--- src/rtl/bp_update_scheduler_if.sv ---
// Signal bundle between EX-stage branch resolution, the predictor table-update
// channel, the history-rollback pulse and the queue status of bp_update_scheduler.
interface bp_update_scheduler_if #(
  parameter int DEPTH = 4
);
  logic                     PL_stall;
  logic                     res_valid;
  logic [31:0]              res_pc;
  logic [2:0]               res_type;
  logic                     res_taken;
  logic                     res_mispredict;
  logic                     upd_valid;
  logic                     upd_ready;
  logic [31:0]              upd_pc;
  logic [2:0]               upd_type;
  logic                     upd_taken;
  logic                     rb_valid;
  logic [31:0]              rb_pc;
  logic [2:0]               rb_type;
  logic                     full;
  logic                     empty;
  logic [$clog2(DEPTH):0]   count;
  logic [7:0]               drop_cnt;
  logic                     busy;

  // master is the scheduler: it sinks resolutions and sources updates/rollbacks
  modport master (
    input  PL_stall, res_valid, res_pc, res_type, res_taken, res_mispredict, upd_ready,
    output upd_valid, upd_pc, upd_type, upd_taken, rb_valid, rb_pc, rb_type,
    output full, empty, count, drop_cnt, busy
  );

  modport slave (
    output PL_stall, res_valid, res_pc, res_type, res_taken, res_mispredict, upd_ready,
    input  upd_valid, upd_pc, upd_type, upd_taken, rb_valid, rb_pc, rb_type,
    input  full, empty, count, drop_cnt, busy
  );
endinterface

--- src/rtl/bp_update_scheduler.sv ---
// Queues resolved B-type branches and replays them in order to the predictor
// table, inserting a rollback pulse and a quiet window after each misprediction.
module bp_update_scheduler #(
  parameter int DEPTH   = 4,
  parameter int RB_WAIT = 2
) (
  input  logic                  clk,
  input  logic                  rst_n,
  bp_update_scheduler_if.master bus
);
  localparam int AW = $clog2(DEPTH);
  localparam int CW = AW + 1;
  localparam logic [CW-1:0] C_DEPTH   = CW'(DEPTH);
  localparam logic [2:0]    C_RB_WAIT = 3'(RB_WAIT);

  typedef enum logic [1:0] {
    IDLE     = 2'd0,
    ISSUE    = 2'd1,
    ROLLBACK = 2'd2,
    HOLD     = 2'd3
  } state_t;

  function automatic logic f_type_legal(input logic [2:0] t);
    return (t <= 3'd5);
  endfunction

  state_t          r_state;
  logic [AW-1:0]   r_wr_ptr;
  logic [AW-1:0]   r_rd_ptr;
  logic [CW-1:0]   r_count;
  logic [7:0]      r_drop_cnt;
  logic [2:0]      r_hold_cnt;
  logic [DEPTH-1:0] r_q_vld;
  logic [31:0]     r_q_pc    [DEPTH];
  logic [2:0]      r_q_type  [DEPTH];
  logic            r_q_taken [DEPTH];
  logic            r_q_mis   [DEPTH];

  logic            r_upd_valid;
  logic [31:0]     r_upd_pc;
  logic [2:0]      r_upd_type;
  logic            r_upd_taken;
  logic            r_rb_valid;
  logic [31:0]     r_rb_pc;
  logic [2:0]      r_rb_type;

  logic            w_full;
  logic            w_empty;
  logic            w_res_ok;
  logic            w_deq;
  logic            w_enq;
  logic            w_drop;
  logic [AW-1:0]   w_rd_nxt;
  logic [CW-1:0]   w_cnt_nxt;
  logic [31:0]     w_head_pc;
  logic [2:0]      w_head_type;
  logic            w_head_taken;
  logic            w_head_mis;
  logic [31:0]     w_nxt_pc;
  logic [2:0]      w_nxt_type;
  logic            w_nxt_taken;

  assign w_full    = (r_count == C_DEPTH);
  assign w_empty   = (r_count == {CW{1'b0}});
  assign w_res_ok  = bus.res_valid && !bus.PL_stall && f_type_legal(bus.res_type);
  assign w_deq     = (r_state == ISSUE) && bus.upd_ready;
  assign w_enq     = w_res_ok && (!w_full || w_deq);
  assign w_drop    = w_res_ok && w_full && !w_deq;
  assign w_rd_nxt  = r_rd_ptr + AW'(1);
  assign w_cnt_nxt = r_count + CW'(w_enq) - CW'(w_deq);

  // Head-of-queue payload, zero for an unoccupied slot
  always_comb begin
    w_head_pc    = 32'd0;
    w_head_type  = 3'd0;
    w_head_taken = 1'b0;
    w_head_mis   = 1'b0;
    if (r_q_vld[r_rd_ptr]) begin
      w_head_pc    = r_q_pc[r_rd_ptr];
      w_head_type  = r_q_type[r_rd_ptr];
      w_head_taken = r_q_taken[r_rd_ptr];
      w_head_mis   = r_q_mis[r_rd_ptr];
    end else begin
      w_head_pc    = 32'd0;
      w_head_type  = 3'd0;
      w_head_taken = 1'b0;
      w_head_mis   = 1'b0;
    end
  end

  // Entry that becomes head after a dequeue; with a single entry left it can
  // only be the resolution arriving in the same cycle
  always_comb begin
    w_nxt_pc    = 32'd0;
    w_nxt_type  = 3'd0;
    w_nxt_taken = 1'b0;
    if (r_count > CW'(1)) begin
      w_nxt_pc    = r_q_pc[w_rd_nxt];
      w_nxt_type  = r_q_type[w_rd_nxt];
      w_nxt_taken = r_q_taken[w_rd_nxt];
    end else begin
      w_nxt_pc    = bus.res_pc;
      w_nxt_type  = bus.res_type;
      w_nxt_taken = bus.res_taken;
    end
  end

  // Queue pointers, occupancy, slot valid bits and the saturating drop counter
  always_ff @(posedge clk) begin
    if (!rst_n) begin
      r_wr_ptr   <= {AW{1'b0}};
      r_rd_ptr   <= {AW{1'b0}};
      r_count    <= {CW{1'b0}};
      r_drop_cnt <= 8'd0;
      r_q_vld    <= {DEPTH{1'b0}};
    end else begin
      if (w_deq) begin
        r_rd_ptr          <= w_rd_nxt;
        r_q_vld[r_rd_ptr] <= 1'b0;
      end
      if (w_enq) begin
        r_wr_ptr          <= r_wr_ptr + AW'(1);
        r_q_vld[r_wr_ptr] <= 1'b1;
      end
      r_count <= w_cnt_nxt;
      if (w_drop && (r_drop_cnt != 8'hFF)) begin
        r_drop_cnt <= r_drop_cnt + 8'd1;
      end
    end
  end

  // Queue payload storage; occupancy is tracked by r_q_vld so no reset is needed
  always_ff @(posedge clk) begin
    if (w_enq) begin
      r_q_pc[r_wr_ptr]    <= bus.res_pc;
      r_q_type[r_wr_ptr]  <= bus.res_type;
      r_q_taken[r_wr_ptr] <= bus.res_taken;
      r_q_mis[r_wr_ptr]   <= bus.res_mispredict;
    end
  end

  // Issue FSM with registered update and rollback outputs
  always_ff @(posedge clk) begin
    if (!rst_n) begin
      r_state     <= IDLE;
      r_hold_cnt  <= 3'd0;
      r_upd_valid <= 1'b0;
      r_upd_pc    <= 32'd0;
      r_upd_type  <= 3'd0;
      r_upd_taken <= 1'b0;
      r_rb_valid  <= 1'b0;
      r_rb_pc     <= 32'd0;
      r_rb_type   <= 3'd0;
    end else begin
      case (r_state)
        IDLE: begin
          if (!w_empty) begin
            r_state     <= ISSUE;
            r_upd_valid <= 1'b1;
            r_upd_pc    <= w_head_pc;
            r_upd_type  <= w_head_type;
            r_upd_taken <= w_head_taken;
          end else begin
            r_state <= IDLE;
          end
        end
        ISSUE: begin
          if (bus.upd_ready) begin
            if (w_head_mis) begin
              r_state     <= ROLLBACK;
              r_upd_valid <= 1'b0;
              r_upd_pc    <= 32'd0;
              r_upd_type  <= 3'd0;
              r_upd_taken <= 1'b0;
              r_rb_valid  <= 1'b1;
              r_rb_pc     <= r_upd_pc;
              r_rb_type   <= r_upd_type;
            end else if (w_cnt_nxt != {CW{1'b0}}) begin
              r_state     <= ISSUE;
              r_upd_pc    <= w_nxt_pc;
              r_upd_type  <= w_nxt_type;
              r_upd_taken <= w_nxt_taken;
            end else begin
              r_state     <= IDLE;
              r_upd_valid <= 1'b0;
              r_upd_pc    <= 32'd0;
              r_upd_type  <= 3'd0;
              r_upd_taken <= 1'b0;
            end
          end else begin
            r_state <= ISSUE;
          end
        end
        ROLLBACK: begin
          r_state    <= HOLD;
          r_hold_cnt <= C_RB_WAIT;
          r_rb_valid <= 1'b0;
          r_rb_pc    <= 32'd0;
          r_rb_type  <= 3'd0;
        end
        HOLD: begin
          if (r_hold_cnt <= 3'd1) begin
            r_hold_cnt <= 3'd0;
            if (!w_empty) begin
              r_state     <= ISSUE;
              r_upd_valid <= 1'b1;
              r_upd_pc    <= w_head_pc;
              r_upd_type  <= w_head_type;
              r_upd_taken <= w_head_taken;
            end else begin
              r_state <= IDLE;
            end
          end else begin
            r_hold_cnt <= r_hold_cnt - 3'd1;
          end
        end
        default: begin
          r_state     <= IDLE;
          r_hold_cnt  <= 3'd0;
          r_upd_valid <= 1'b0;
          r_upd_pc    <= 32'd0;
          r_upd_type  <= 3'd0;
          r_upd_taken <= 1'b0;
          r_rb_valid  <= 1'b0;
          r_rb_pc     <= 32'd0;
          r_rb_type   <= 3'd0;
        end
      endcase
    end
  end

  assign bus.upd_valid = r_upd_valid;
  assign bus.upd_pc    = r_upd_pc;
  assign bus.upd_type  = r_upd_type;
  assign bus.upd_taken = r_upd_taken;
  assign bus.rb_valid  = r_rb_valid;
  assign bus.rb_pc     = r_rb_pc;
  assign bus.rb_type   = r_rb_type;
  assign bus.full      = w_full;
  assign bus.empty     = w_empty;
  assign bus.count     = r_count;
  assign bus.drop_cnt  = r_drop_cnt;
  assign bus.busy      = (r_state != IDLE) || !w_empty;

endmodule

--- src/flat_wrapper.sv ---
// flat-port wrapper written by rule: the top's interface ports become plain ports
module bp_update_scheduler_flat 
#(
  parameter int DEPTH   = 4,
  parameter int RB_WAIT = 2
)
  (clk, rst_n, bus_PL_stall, bus_res_valid, bus_res_pc, bus_res_type, bus_res_taken, bus_res_mispredict, bus_upd_ready, bus_upd_valid, bus_upd_pc, bus_upd_type, bus_upd_taken, bus_rb_valid, bus_rb_pc, bus_rb_type, bus_full, bus_empty, bus_count, bus_drop_cnt, bus_busy);
  bp_update_scheduler_if #(.DEPTH(DEPTH)) bus_i ();
  input  logic clk;
  input  logic rst_n;
  input wire logic [$bits(bus_i.PL_stall)-1:0] bus_PL_stall;
  input wire logic [$bits(bus_i.res_valid)-1:0] bus_res_valid;
  input wire logic [$bits(bus_i.res_pc)-1:0] bus_res_pc;
  input wire logic [$bits(bus_i.res_type)-1:0] bus_res_type;
  input wire logic [$bits(bus_i.res_taken)-1:0] bus_res_taken;
  input wire logic [$bits(bus_i.res_mispredict)-1:0] bus_res_mispredict;
  input wire logic [$bits(bus_i.upd_ready)-1:0] bus_upd_ready;
  output wire logic [$bits(bus_i.upd_valid)-1:0] bus_upd_valid;
  output wire logic [$bits(bus_i.upd_pc)-1:0] bus_upd_pc;
  output wire logic [$bits(bus_i.upd_type)-1:0] bus_upd_type;
  output wire logic [$bits(bus_i.upd_taken)-1:0] bus_upd_taken;
  output wire logic [$bits(bus_i.rb_valid)-1:0] bus_rb_valid;
  output wire logic [$bits(bus_i.rb_pc)-1:0] bus_rb_pc;
  output wire logic [$bits(bus_i.rb_type)-1:0] bus_rb_type;
  output wire logic [$bits(bus_i.full)-1:0] bus_full;
  output wire logic [$bits(bus_i.empty)-1:0] bus_empty;
  output wire logic [$bits(bus_i.count)-1:0] bus_count;
  output wire logic [$bits(bus_i.drop_cnt)-1:0] bus_drop_cnt;
  output wire logic [$bits(bus_i.busy)-1:0] bus_busy;
  assign bus_i.PL_stall = bus_PL_stall;
  assign bus_i.res_valid = bus_res_valid;
  assign bus_i.res_pc = bus_res_pc;
  assign bus_i.res_type = bus_res_type;
  assign bus_i.res_taken = bus_res_taken;
  assign bus_i.res_mispredict = bus_res_mispredict;
  assign bus_i.upd_ready = bus_upd_ready;
  assign bus_upd_valid = bus_i.upd_valid;
  assign bus_upd_pc = bus_i.upd_pc;
  assign bus_upd_type = bus_i.upd_type;
  assign bus_upd_taken = bus_i.upd_taken;
  assign bus_rb_valid = bus_i.rb_valid;
  assign bus_rb_pc = bus_i.rb_pc;
  assign bus_rb_type = bus_i.rb_type;
  assign bus_full = bus_i.full;
  assign bus_empty = bus_i.empty;
  assign bus_count = bus_i.count;
  assign bus_drop_cnt = bus_i.drop_cnt;
  assign bus_busy = bus_i.busy;
  bp_update_scheduler #(.DEPTH(DEPTH), .RB_WAIT(RB_WAIT)) u_core (.clk(clk), .rst_n(rst_n), .bus(bus_i));
endmodule
--- config.mk ---
export PLATFORM = sky130hd
export DESIGN_NAME = bp_update_scheduler_flat
export DESIGN_NICKNAME = d
export VERILOG_FILES = /design/src/rtl/bp_update_scheduler_if.sv /design/src/rtl/bp_update_scheduler.sv /design/src/flat_wrapper.sv
export SDC_FILE = /design/constraint.sdc
export NUM_CORES = 1
export LEC_CHECK = 0
export ABC_AREA = 1
export CAP_MARGIN = 5
export CORE_UTILIZATION = 25
export DETAILED_ROUTE_END_ITERATION = 7
export PLACE_DENSITY = 0.43
export SKIP_LAST_GASP = 1
export SLEW_MARGIN = 5
export SYNTH_ARGS = -nofsm -noshare
export SYNTH_HDL_FRONTEND = slang
export SYNTH_SLANG_ARGS = --single-unit
--- constraint.sdc ---
create_clock -name clk -period 4.19 [get_ports clk]
set_clock_uncertainty 0.15 [all_clocks]
set_input_delay 0.838 -clock clk [delete_from_list [all_inputs] [get_ports clk]]
set_output_delay 0.838 -clock clk [all_outputs]
set_load 0.005 [all_outputs]
### Yosys cells after proc, flatten, opt, wreduce, memory -nomap -nowiden

Memories as Yosys holds them, arrays and structs flattened. A register that Yosys moved wholly into a read port is not among the register bits.
Cells that the tools add are included.

| operators by class | value |
|---|---|
| add/sub/neg operators | 6 |
| multipliers | 0 |
| divide/modulo/power cells | 0 |
| order comparisons | 7 |
| equality and inequality tests | 9 |
| shift operators | 0 |
| mux-type cells | 67 |
| bitwise logic cells | 3 |
| reduce and logical (&&, ||, !) cells | 25 |

Operators by type and width:

| cell | count |
|---|---|
| two-way mux 32 bit | 9 |
| one-hot mux 32 bit (3 select lines) | 1 |
| one-hot mux 32 bit (2 select lines) | 1 |
| two-way mux 3 bit | 10 |
| two-way mux 1 bit | 22 |
| two-way mux 2 bit | 11 |
| two-way mux 4 bit | 3 |
| one-hot mux 3 bit (2 select lines) | 2 |
| logical AND 1 bit | 9 |
| one-hot mux 3 bit (3 select lines) | 1 |
| adder 8 x 1 -> 8 bit, second input constant | 1 |
| inequality test 8 bit, second input constant | 1 |
| one-hot mux 2 bit (4 select lines) | 1 |
| less-than comparator 2 x 3 -> 1 bit, second input constant | 2 |
| one-hot mux 1 bit (3 select lines) | 2 |
| AND reduction 3 bit | 2 |
| nonzero test 2 bit | 3 |
| nonzero test 3 bit | 2 |
| adder 2 x 1 -> 2 bit, second input constant | 2 |
| bitwise AND 4 bit | 1 |
| demux 1 bit (select 2 bit) | 2 |
| equality test 2 bit, second input constant | 2 |
| >= comparator 2 x 1 -> 1 bit, second input constant | 2 |
| logical NOT 1 bit | 4 |
| other kinds (19) | 21 |

| storage, ports and cells | value |
|---|---|
| bits in registers | 97 |
| bits in latches | 0 |
| bits in writable memories | 148 |
| memory bits (read-only) | 0 |
| input port bits | 42 |
| output and inout bits | 87 |
| memories kept | 4 |

Memory list:

| name | words | bits a word | rd ports | clocked after Yosys merged registers in | write ports | line | source |
|---|---|---|---|---|---|---|---|
| u_core.r_q_pc | 4 | 32 | 2 | 1 | 1 | bp_update_scheduler.sv:34 | `logic [31:0] r_q_pc [DEPTH];` |
| u_core.r_q_type | 4 | 3 | 2 | 1 | 1 | bp_update_scheduler.sv:35 | `logic [2:0] r_q_type [DEPTH];` |
| u_core.r_q_mis | 4 | 1 | 1 | 1 | 1 | bp_update_scheduler.sv:37 | `logic r_q_mis [DEPTH];` |
| u_core.r_q_taken | 4 | 1 | 2 | 1 | 1 | bp_update_scheduler.sv:36 | `logic r_q_taken [DEPTH];` |

### Longest topological paths before layout

| depth | value |
|---|---|
| word-level depth | 11 |
| depth in mapped cells | 18 |

### Worst setup path before layout

OpenSTA, ideal clock, no wires.

| path | value |
|---|---|
| kind | input port to flip-flop |
| start point | input port bus_upd_ready |
| end point | register u_core.r_upd_pc[16] (netlist: u_core.bus.upd_pc[16]) |
| library setup time | 0.064 ns |
| data arrival time | 2.993 ns |
| path slack | 0.983 ns |
| stages on the path | 16 |
| path buffers | 2 |
| path through | nand2_1 > inv_2 > ha_1 > inv_1 > ha_1 > fa_1 > or2_2 > nand3_1 > nand2_1 > inv_1 > nand2_1 > buf_6 > buf_6 > nor2_1 > nor2_1 > nor2_1 |

| on the way | value |
|---|---|
| cells in the longest elaborated chain, start to end | 10 |
| elaborated cells between the ends (all ways) | 12 |

Ends and longest elaborated chain:

| what | line | source |
|---|---|---|
| start: declaration | flat_wrapper.sv:17 | `input wire logic [$bits(bus_i.upd_ready)-1:0] bus_upd_ready;` |
| logical AND 1 bit * | bp_update_scheduler.sv:66 | `assign w_deq = (r_state == ISSUE) && bus.upd_ready;` |
| via u_core.w_deq | bp_update_scheduler.sv:50 | `logic w_deq;` |
| logical OR 1 bit | bp_update_scheduler.sv:67 | `assign w_enq = w_res_ok && (!w_full \|\| w_deq);` |
| logical AND 1 bit | bp_update_scheduler.sv:67 |  |
| adder 3 x 1 -> 3 bit | bp_update_scheduler.sv:70 | `assign w_cnt_nxt = r_count + CW'(w_enq) - CW'(w_deq);` |
| subtractor 3 x 1 -> 3 bit * | bp_update_scheduler.sv:70 |  |
| nonzero test 3 bit * | bp_update_scheduler.sv:178 | `end else if (w_cnt_nxt != {CW{1'b0}}) begin` |
| two-way mux 32 bit * | bp_update_scheduler.sv:178 |  |
| two-way mux 32 bit * | bp_update_scheduler.sv:169 | `if (w_head_mis) begin` |
| two-way mux 32 bit * | bp_update_scheduler.sv:168 | `if (bus.upd_ready) begin` |
| one-hot mux 32 bit (3 select lines) * | bp_update_scheduler.sv:155 | `case (r_state)` |
| end signal: assignment | bp_update_scheduler.sv:160 | `r_upd_pc <= w_head_pc;` |
| end signal: assignment | bp_update_scheduler.sv:180 | `r_upd_pc <= w_nxt_pc;` |
| end signal: assignment | bp_update_scheduler.sv:207 | `r_upd_pc <= w_head_pc;` |
| end: declaration | bp_update_scheduler.sv:40 | `logic [31:0] r_upd_pc;` |

The timed path passes the listed nets; every way through them passes the cells marked *. The select of a mux whose other input is x is not followed.
A chain may end at the register's enable or synchronous reset.

### Worst setup path after layout

| path | value |
|---|---|
| start point | register u_core.r_state[1] |
| end point | register u_core.r_upd_pc[8] (netlist: u_core.bus.upd_pc[8]) |

| on the way | value |
|---|---|
| cells in the longest elaborated chain, start to end | 11 |
| elaborated cells between the ends (all ways) | 17 |

Ends and longest elaborated chain:

| what | line | source |
|---|---|---|
| start: declaration | bp_update_scheduler.sv:27 | `state_t r_state;` |
| start signal: assignment | bp_update_scheduler.sv:145 | `r_state <= IDLE;` |
| start signal: assignment | bp_update_scheduler.sv:158 | `r_state <= ISSUE;` |
| start signal: assignment | bp_update_scheduler.sv:164 | `r_state <= IDLE;` |
| equality test 2 x 1 -> 1 bit * | bp_update_scheduler.sv:66 |  |
| logical AND 1 bit * | bp_update_scheduler.sv:66 |  |
| via u_core.w_deq | bp_update_scheduler.sv:50 |  |
| logical OR 1 bit | bp_update_scheduler.sv:67 |  |
| logical AND 1 bit | bp_update_scheduler.sv:67 |  |
| adder 3 x 1 -> 3 bit | bp_update_scheduler.sv:70 |  |
| subtractor 3 x 1 -> 3 bit * | bp_update_scheduler.sv:70 |  |
| via u_core.w_cnt_nxt[1] | bp_update_scheduler.sv:54 | `logic [CW-1:0] w_cnt_nxt;` |
| nonzero test 3 bit * | bp_update_scheduler.sv:178 |  |
| two-way mux 32 bit * | bp_update_scheduler.sv:178 |  |
| two-way mux 32 bit * | bp_update_scheduler.sv:169 |  |
| two-way mux 32 bit * | bp_update_scheduler.sv:168 |  |
| one-hot mux 32 bit (3 select lines) * | bp_update_scheduler.sv:155 |  |

Marks and branches as above.

==> impl_metrics.ini <==
[power_and_ir_drop]
sw_frac_of_total = 0.361
power.internal_w = 0.00511
vdd_ir_drop_max_v = 0.000299
p_per_area_mw_per_mm2 = 560
power_frac_seq = 0.371
clockPowerShare = 0.306
p_sw_w = 0.00288
p_comb_frac = 0.323
p_leak_nw = 5.21

[sta]
tightestPinTransition_ns = 1.14
fmax_mhz = 303
min_period_ns = 3.30
post-route-period-util = 0.787
grt_setup_unrepaired = false
setup_viol = 0
finalSetupTns_ns = 0
relSlewSlack = 0.238
slew_viol_final = 0
hold_viol = 0

[clock_network]
cts_resized = 0
cts_tree = built
cts_buffers = 30
cts_sinks = 247
post_cts_buffers = 0
cts-root-buf = clkbuf_16
cts_buffer_depth = 3
clock_latency_ns = 0.57
hold_buffers = 0
h-tree-depth = 1
clkTransAtPathRegs_ns = 0.06

[synthesis]
synth_top_family_by_area = simple AND/OR/NAND/NOR gates
synth-simple-area-share = 0.249
syn_avg_cell_area_um2 = 8.46
yosysUniqueCellTypes = 28
ys_seq_area_frac = 0.559
ys_warn_count = 0
synth-compound-area-share = 0.115
synthAdderAreaFrac = 0.0202
synth_xor_area_frac = 0.00533
synth_nets = 1419
syn_area_mm2 = 0.0115
ys_ff_latch = 247
synthMuxAreaShare = 0
synth_cells = 1359

[flow_run]
maxCapViolCount = 0

[global_route]
antenna_found_initial = 2
grt_pass1_vias = 9491
grt_max_degree = 77
grt_pass1_wl_um = 58700
top_usage_layer = met2
grt_use_total = 0.164
grt.overflow.total = 0
grt.met2_usage = 0.259
met3_usage = 0.0253
use_met1 = 0.228

[floorplanning]
dieArea_mm2 = 0.0469
core_area_mm2 = 0.0454
rows = 78
die_h_um = 216
start_util = 0.253
io_pins = 129
die_w_um = 216

[critical_path]
endpoint_kind = flip-flop
arrival_ns = 3.59
cp_max_fo = 24
path_class = flip-flop to flip-flop
critPathLaunchType = flip-flop
required_ns = 4.49

[final_layout]
areaGrowthSynthToFinish_pct = 24.2
finalNonFillerCells = 2082
drive_gt1_frac = 0.0655
fillerInstances = 4754
nNetsFinal = 1516
post-route-util = 0.315

[drt]
vias_per_cell = 4.73
dr.pass1.iters = 5
drt_iter0_drc = 756
wire_per_inst_um = 18.6
drtAntennaViolNets = 0
vias = 9843
drc = 0
wirelength_um = 38700

[place]
dp_cells = 2024
portBuffers = 128
place.gp.congestion = 0.742
hpwl_um = 23100

[status]
status = finished, final reports clean

[min_path]
hp-class = flip-flop to flip-flop
[power groups by stage]
stage          sequential (W)  clock, W  combinational [W]
6_report              0.00297   0.00244            0.00258
5_1_grt               0.00299   0.00261            0.00293
4_1_cts               0.00297   0.00252            0.00261
3_5_place_dp          0.00302         0            0.00260
3_3_place_gp          0.00302         0            0.00259
2_1_floorplan         0.00293         0            0.00167
[synthesized netlist by cell type]
master	instances	area [µm²]
nand2_1	348	1310
nor2_1	191	717
nand3_1	151	756
edfxtp_1	148	4440
o21ai_0	143	716
dfxtp_1	99	1980
a21oi_1	58	290
clkbuf_1	51	191
inv_1	37	139
o22ai_1	36	225
buf_2	24	120
ha_1	17	213
o21ai_1	13	65.1
buf_4	7	52.6
buf_6	6	67.6
nand2_2	6	37.5
xor2_1	5	43.8
inv_2	4	15.0
buf_1	3	11.3
nor3_1	3	15.0
xnor2_1	2	17.5
a211oi_1	1	7.51
a21oi_4	1	16.3
clkinv_1	1	3.75
fa_1	1	20.0
nand3_2	1	10.0
nor2_4	1	11.3
or2_2	1	6.26
[kinds of logic after synthesis]
group | Yosys count
xor gates and xnor gates | 7
AOI/OAI and AO/OA | 252
and+or+nand+nor | 702
DFF | 247
buffers and inverters | 133
adders and majority gates | 18
[metrics by stage]
step           cell area, µm²  hold slack [ns]  power [W]  setup slack [ns]
3_5_place_dp            13300            0.305    0.00562             0.340
3_3_place_gp            13300            0.304    0.00561             0.410
2_1_floorplan           11500            0.293    0.00460             0.983
4_1_cts                 14300            0.314    0.00810             0.897
5_1_grt                 14300            0.348    0.00853             0.625
6_report                14300            0.313    0.00799             0.893
[registers in the layout, summed over array words and instances, names as in the netlist, 2 cells and up, named ones only]
signal and flops:
u_core.r_hold_cnt 3, u_core.r_wr_ptr 2, u_core.bus.upd_pc 32, u_core.r_rd_ptr 2
u_core.bus.upd_type 3, u_core.bus.rb_pc 32, u_core.bus.drop_cnt 8, u_core.r_q_type 12
u_core.r_q_vld 4, u_core.r_q_pc 128, u_core.r_q_mis 4, u_core.bus.count 3
u_core.r_state 2, u_core.r_q_taken 4, u_core.bus.rb_type 3
[final timing paths]
check             cells past startpoint               from                   end  slack (ns)
setup / recovery                     17  u_core.r_state[1]  u_core.bus.upd_pc[8]        0.89
hold / removal                        2  u_core.r_q_vld[0]     u_core.r_q_vld[0]        0.31
setup reg to reg                     17  u_core.r_state[1]  u_core.bus.upd_pc[8]        0.89
hold reg to reg                       2  u_core.r_q_vld[0]     u_core.r_q_vld[0]        0.31
[routing by layer]
layer	vias to the layer above	part of all wire
li1	4792	-
met1	4655	0.47
met2	321	0.44
met3	73	0.064
met4	2	0.026
met5	-	0.00034
[area by class of cell]
class,instances,area [µm²],share of cell area
timing repair buffer,156,1520,0.107
multi-input combinational,979,4490,0.314
clock inverter,13,61.3,0.00429
inverter,42,158,0.0110
clock buffer,43,862,0.0604
tap,600,751,0.0526
antenna,2,5.00,0.000351
sequential,247,6430,0.450
[worst max-delay path, cell delays in order (launching register included)]
cell	delay [ns]
dfxtp_1	0.37
inv_1	0.08
ha_1	0.31
nand2_1	0.18
inv_2	0.09
ha_1	0.28
inv_1	0.04
ha_1	0.19
fa_1	0.49
nor2_1	0.13
nand3_1	0.08
nand2_1	0.06
inv_1	0.05
nand2_2	0.06
buf_4	0.35
nor2_1	0.09
nor2_1	0.13
nor2_1	0.04
[placed cells by master, fill, tap and decap left out, drive strengths merged, types with 2 or more instances in the layout]
master	synthesis	routed
buf	40	29
inv	41	40
nand3	152	152
clkbuf	51	43
clkdlybuf4s50	0	127
diode	0	2
edfxtp	148	148
dfxtp	99	99
nor3	3	3
clkinv	1	14
xnor2	2	2
o21ai	156	156
nor2	192	192
xor2	5	5
nand2	354	354
o22ai	36	36
a21oi	59	59
ha	17	17
Power figures use the tool's default switching activity.
